<file path="src/rtl/alu_uart_interface.sv">
// Serial front end for an ALU: gathers A, B and OP bytes from a UART receiver,
// waits for the ALU result to settle, then hands the result byte to the transmitter.
module alu_uart_interface #(
  parameter int unsigned N_BITS = 8,
  parameter int unsigned N_OP   = 6,
  parameter int unsigned N_WAIT = 2
) (
  input  logic              clock,
  input  logic              reset,
  input  logic [N_BITS-1:0] i_rx_data,
  input  logic              i_rx_done,
  input  logic [N_BITS-1:0] i_alu_result,
  input  logic              i_tx_done,
  output logic [N_BITS-1:0] o_A,
  output logic [N_BITS-1:0] o_B,
  output logic [N_OP-1:0]   o_OP,
  output logic [N_BITS-1:0] o_tx_data,
  output logic              o_tx_start,
  output logic              o_busy
);

  typedef enum logic [2:0] {
    WaitA,
    WaitB,
    WaitOp,
    AluWait,
    Send,
    WaitTx
  } state_e;

  state_e              state_q, state_d;
  logic [N_BITS-1:0]   a_q, a_d;
  logic [N_BITS-1:0]   b_q, b_d;
  logic [N_OP-1:0]     op_q, op_d;
  logic [N_BITS-1:0]   tx_data_q, tx_data_d;
  logic                tx_start_q, tx_start_d;
  logic [3:0]          cnt_q, cnt_d;
  logic                rx_done_q;
  logic                accept;

  // Receiver may hold rx_done for several cycles; only its rising edge is a new byte.
  assign accept = i_rx_done & ~rx_done_q;

  always_ff @(posedge clock or posedge reset) begin
    if (reset) begin
      state_q    <= WaitA;
      a_q        <= '0;
      b_q        <= '0;
      op_q       <= '0;
      tx_data_q  <= '0;
      tx_start_q <= 1'b0;
      cnt_q      <= '0;
      rx_done_q  <= 1'b0;
    end else begin
      state_q    <= state_d;
      a_q        <= a_d;
      b_q        <= b_d;
      op_q       <= op_d;
      tx_data_q  <= tx_data_d;
      tx_start_q <= tx_start_d;
      cnt_q      <= cnt_d;
      rx_done_q  <= i_rx_done;
    end
  end

  always_comb begin
    state_d    = state_q;
    a_d        = a_q;
    b_d        = b_q;
    op_d       = op_q;
    tx_data_d  = tx_data_q;
    tx_start_d = 1'b0;
    cnt_d      = cnt_q;
    unique case (state_q)
      WaitA: begin
        if (accept) begin
          a_d     = i_rx_data;
          state_d = WaitB;
        end
      end
      WaitB: begin
        if (accept) begin
          b_d     = i_rx_data;
          state_d = WaitOp;
        end
      end
      WaitOp: begin
        if (accept) begin
          op_d    = i_rx_data[N_OP-1:0];
          cnt_d   = '0;
          state_d = AluWait;
        end
      end
      AluWait: begin
        cnt_d = 4'(cnt_q + 4'd1);
        if (cnt_q == 4'(N_WAIT - 1)) state_d = Send;
      end
      Send: begin
        tx_data_d  = i_alu_result;
        tx_start_d = 1'b1;
        state_d    = WaitTx;
      end
      WaitTx: begin
        // Bytes arriving here are dropped; only tx_done matters.
        if (i_tx_done) state_d = WaitA;
      end
      default: state_d = WaitA;
    endcase
  end

  assign o_A        = a_q;
  assign o_B        = b_q;
  assign o_OP       = op_q;
  assign o_tx_data  = tx_data_q;
  assign o_tx_start = tx_start_q;
  assign o_busy     = (state_q != WaitA);

endmodule
</file>
<file path="config.mk">
export PLATFORM = sky130hd
export DESIGN_NAME = alu_uart_interface
export DESIGN_NICKNAME = d
export VERILOG_FILES = /design/src/rtl/alu_uart_interface.sv
export SDC_FILE = /design/constraint.sdc
export NUM_CORES = 1
export LEC_CHECK = 0
export ABC_AREA = 0
export BUFFER_PORTS_ARGS = -buffer_cell sky130_fd_sc_hd__buf_2
export CORE_ASPECT_RATIO = 1.4
export CORE_MARGIN = 8
export CORE_UTILIZATION = 49
export DETAILED_ROUTE_END_ITERATION = 12
export PLACE_DENSITY = 0.78
export RECOVER_POWER = 50
export SYNTH_ARGS = -nofsm -noshare
export SYNTH_HDL_FRONTEND = slang
export SYNTH_SLANG_ARGS = --single-unit
</file>
<file path="constraint.sdc">
create_clock -name clock -period 1.8 [get_ports clock]
set_clock_uncertainty 0.1 [all_clocks]
set_input_delay 0.18 -clock clock [delete_from_list [all_inputs] [get_ports clock]]
set_output_delay 0.18 -clock clock [all_outputs]
set_load 0.1 [all_outputs]
</file>
==> impl_metrics.ini <==
[outcome]
status = finished, final reports clean

[worst_setup_path]
worst_setup_path_end_kind = primary output
crit_fanout = 11
cp-start-kind = flip-flop
cp_cell_sequence = nor2_1, nand2_1, clkbuf_4
cp_slowest_cell = dfrtp_1
worstPathRequired_ns = 1.52
cp.arrival_ns = 1.38
crit_type = reg -> out
cpPeakStageDelay_ns = 0.56

[route]
dr.pass1.iters = 2
post_drt_wl_per_cell_um = 16.37
wirelength_um = 3405
via_count = 1095
via_per_inst = 5.264
drcViolationCount = 0
initialDrtViolationCount = 23
ant_nets = 0

[floorplanning]
core-area_um2 = 3123
die_w_um = 64.40
initial_utilization = 0.5144
dieHeight_um = 83.75
io_pins = 52
rows = 24
dieArea_um2 = 5393

[place]
dpl_cell_area_um2 = 1901
portBuffers = 51
gp_congestion = 0.8230
dp_hpwl_um = 2599

[synth]
synth_top_cell_by_area = dfrtp_1
ys_ff_latch = 39
ys_types = 29
synth_common_cells = 39 x dfrtp_1, 30 x mux2_2, 4 x inv_1, 3 x nand2_1, 3 x nor2_1
yosysWarnings = 0
syn-instance-count = 110
ys_seq_area_frac = 0.6075
synth.area.top_cells = dfrtp_1 61%, mux2_2 21%, ha_1 1.6%
ys.flop_type = dfrtp_1
avgSynthCellArea_um2 = 14.60
synth.most_common_cell = dfrtp_1
async_flop_share = 1.000
synthesis.nets = 132
yosys.area.top_type_share = 0.6075
synth_edf_count = 0
synth_area_um2 = 1607

[timing]
tightest_slew_ns = 0.9211
fin_crit_sh = 0.9205
finalMaxSlewViolations = 0
period_minus_slack_ns = 1.657
max_freq_mhz = 603.5
setup_viol = 0
rsz0062_at_grt = false
timing.setup.tns_ns = 0
finalHoldViolCount = 0
maxSlewHeadroom = 0.3859

[clock_tree]
clk_latency_ns = 0.29
cts_tree = yes
htreeDepth = 2
clk_path_buf_depth = 2
cts_sinks = 39
path_clk_slew_ns = 0.07
cts_root_buffer = clkbuf_8
cts_made_buffers = 5
cts_setup_buffers = 0

[global_route]
overflow = 0
grt_start_max_net_pins = 40
gr-usage-all-layers = 0.1325
grt_pass1_wl_um = 5561
first_global_vias = 1158
antenna_found_initial = 0

[layout]
syn2layout_area_growth_pct = 24.53
antenna_cells = 0
final_net_count = 190
drive_gt1_frac = 0.5444
fin_area_um2 = 2001

[job]
maxCapViolCount = 0

[min_path]
hp-class = in -> reg
## state kept, by name, summed over array words and instances, names as in the netlist
signal	cells
cnt_q	4
o_A	8
rx_done_q	1
o_B	8
o_tx_data	8
o_tx_start	1
o_OP	6
state_q	3
## per-stage QoR
stage / setup slack [ns] / util / hold slack (ns) / std cells
2_1_floorplan: 0.2827 / - / 0.1114 / 110
3_3_place_gp: 0.2527 / 0.6086 / 0.2045 / 198
3_5_place_dp: 0.1927 / 0.6086 / 0.2246 / 198
4_1_cts: 0.03757 / 0.6410 / 0.008666 / 208
5_1_grt: 0.05134 / 0.6406 / 0.01122 / 208
6_report: 0.1431 / 0.6406 / 0.01747 / 208
## cells in the final DEF (no fill, tap or decap)
cell	synthesis	routed
nor3b_4	1	1
clkbuf_8	0	5
a211o_1	1	1
o22ai_1	1	1
clkbuf_1	0	3
nand3_1	2	2
nand2_2	2	2
nor2_1	3	3
nand4bb_1	1	1
inv_1	4	4
a21boi_0	1	1
buf_2	2	36
clkbuf_2	0	14
o2bb2ai_1	2	2
nor2b_1	2	2
ha_1	2	2
nand3b_1	1	1
clkbuf_4	0	1
nand3_2	1	1
clkinv_2	0	1
mux2i_1	1	1
and3_1	1	1
a22oi_1	1	1
mux2_2	30	30
nand2_1	3	3
nor3b_1	2	2
nor3_4	1	1
o21bai_1	1	1
a21o_1	1	1
o31ai_1	1	1
nand2b_1	1	1
dlygate4sd3_1	0	2
nor4_1	1	1
dfrtp_1	39	39
## timing repair
item                                   4_1_cts  5_1_grt
gates resized for setup                      0        1
hold buffers                                 2        0
endpoints found under the hold margin       40        0
setup endpoints to repair                    0        1
## cell families after synthesis
group           synth area share
fa+ha+maj                0.01557
mux                       0.2165
buf+inv                  0.02025
simple gates             0.09658
compound gates           0.04363
flops                     0.6075
## path summary, 6_finish.rpt
kind | from | endpoint | slack, ns | depth (start not counted)
worst max-delay path | state_q[0]$_DFFE_PP0P_ | o_busy | 0.14 | 3
max in group asynchronous | reset | o_A[5]$_DFFE_PP0P_ | 0.41 | 4
worst min register to register | o_OP[5]$_DFFE_PP0P_ | o_OP[5]$_DFFE_PP0P_ | 0.41 | 1
min in group asynchronous | reset | o_tx_data[5]$_DFFE_PP0P_ | 0.62 | 4
worst max register to register | state_q[2]$_DFFE_PP0P_ | o_tx_data[7]$_DFFE_PP0P_ | 0.16 | 3
worst min-delay path | i_alu_result[0] | o_tx_data[0]$_DFFE_PP0P_ | 0.02 | 2
## per-layer routing
layer | track usage | up-vias | share of wire
met5 | 0 | - | 0
met4 | 0.06972 | 0 | 0.024
met3 | 0.05645 | 8 | 0.060
met2 | 0.2132 | 30 | 0.54
met1 | 0.1422 | 553 | 0.37
li1 | - | 504 | -
## layout make-up
class / count / area [um^2]
fillers: 246 / 1122
multi-input cells: 64 / 598.1
flip-flops and latches: 39 / 975.9
clock inverters: 1 / 5.005
clock buffers: 7 / 76.32
well taps: 39 / 48.80
inverters: 4 / 15.01
repair buffers: 54 / 281.5
## worst max-delay path, delay by kind of cell, from the launching register on
kind,cells,cell delay (ns)
AND/OR/NAND/NOR,2,0.20
flip-flops,1,0.56
buffers and inverters,1,0.32
Power is not shown: default switching activity piles up to over one toggle a cycle in this logic, so the estimate is an artifact.
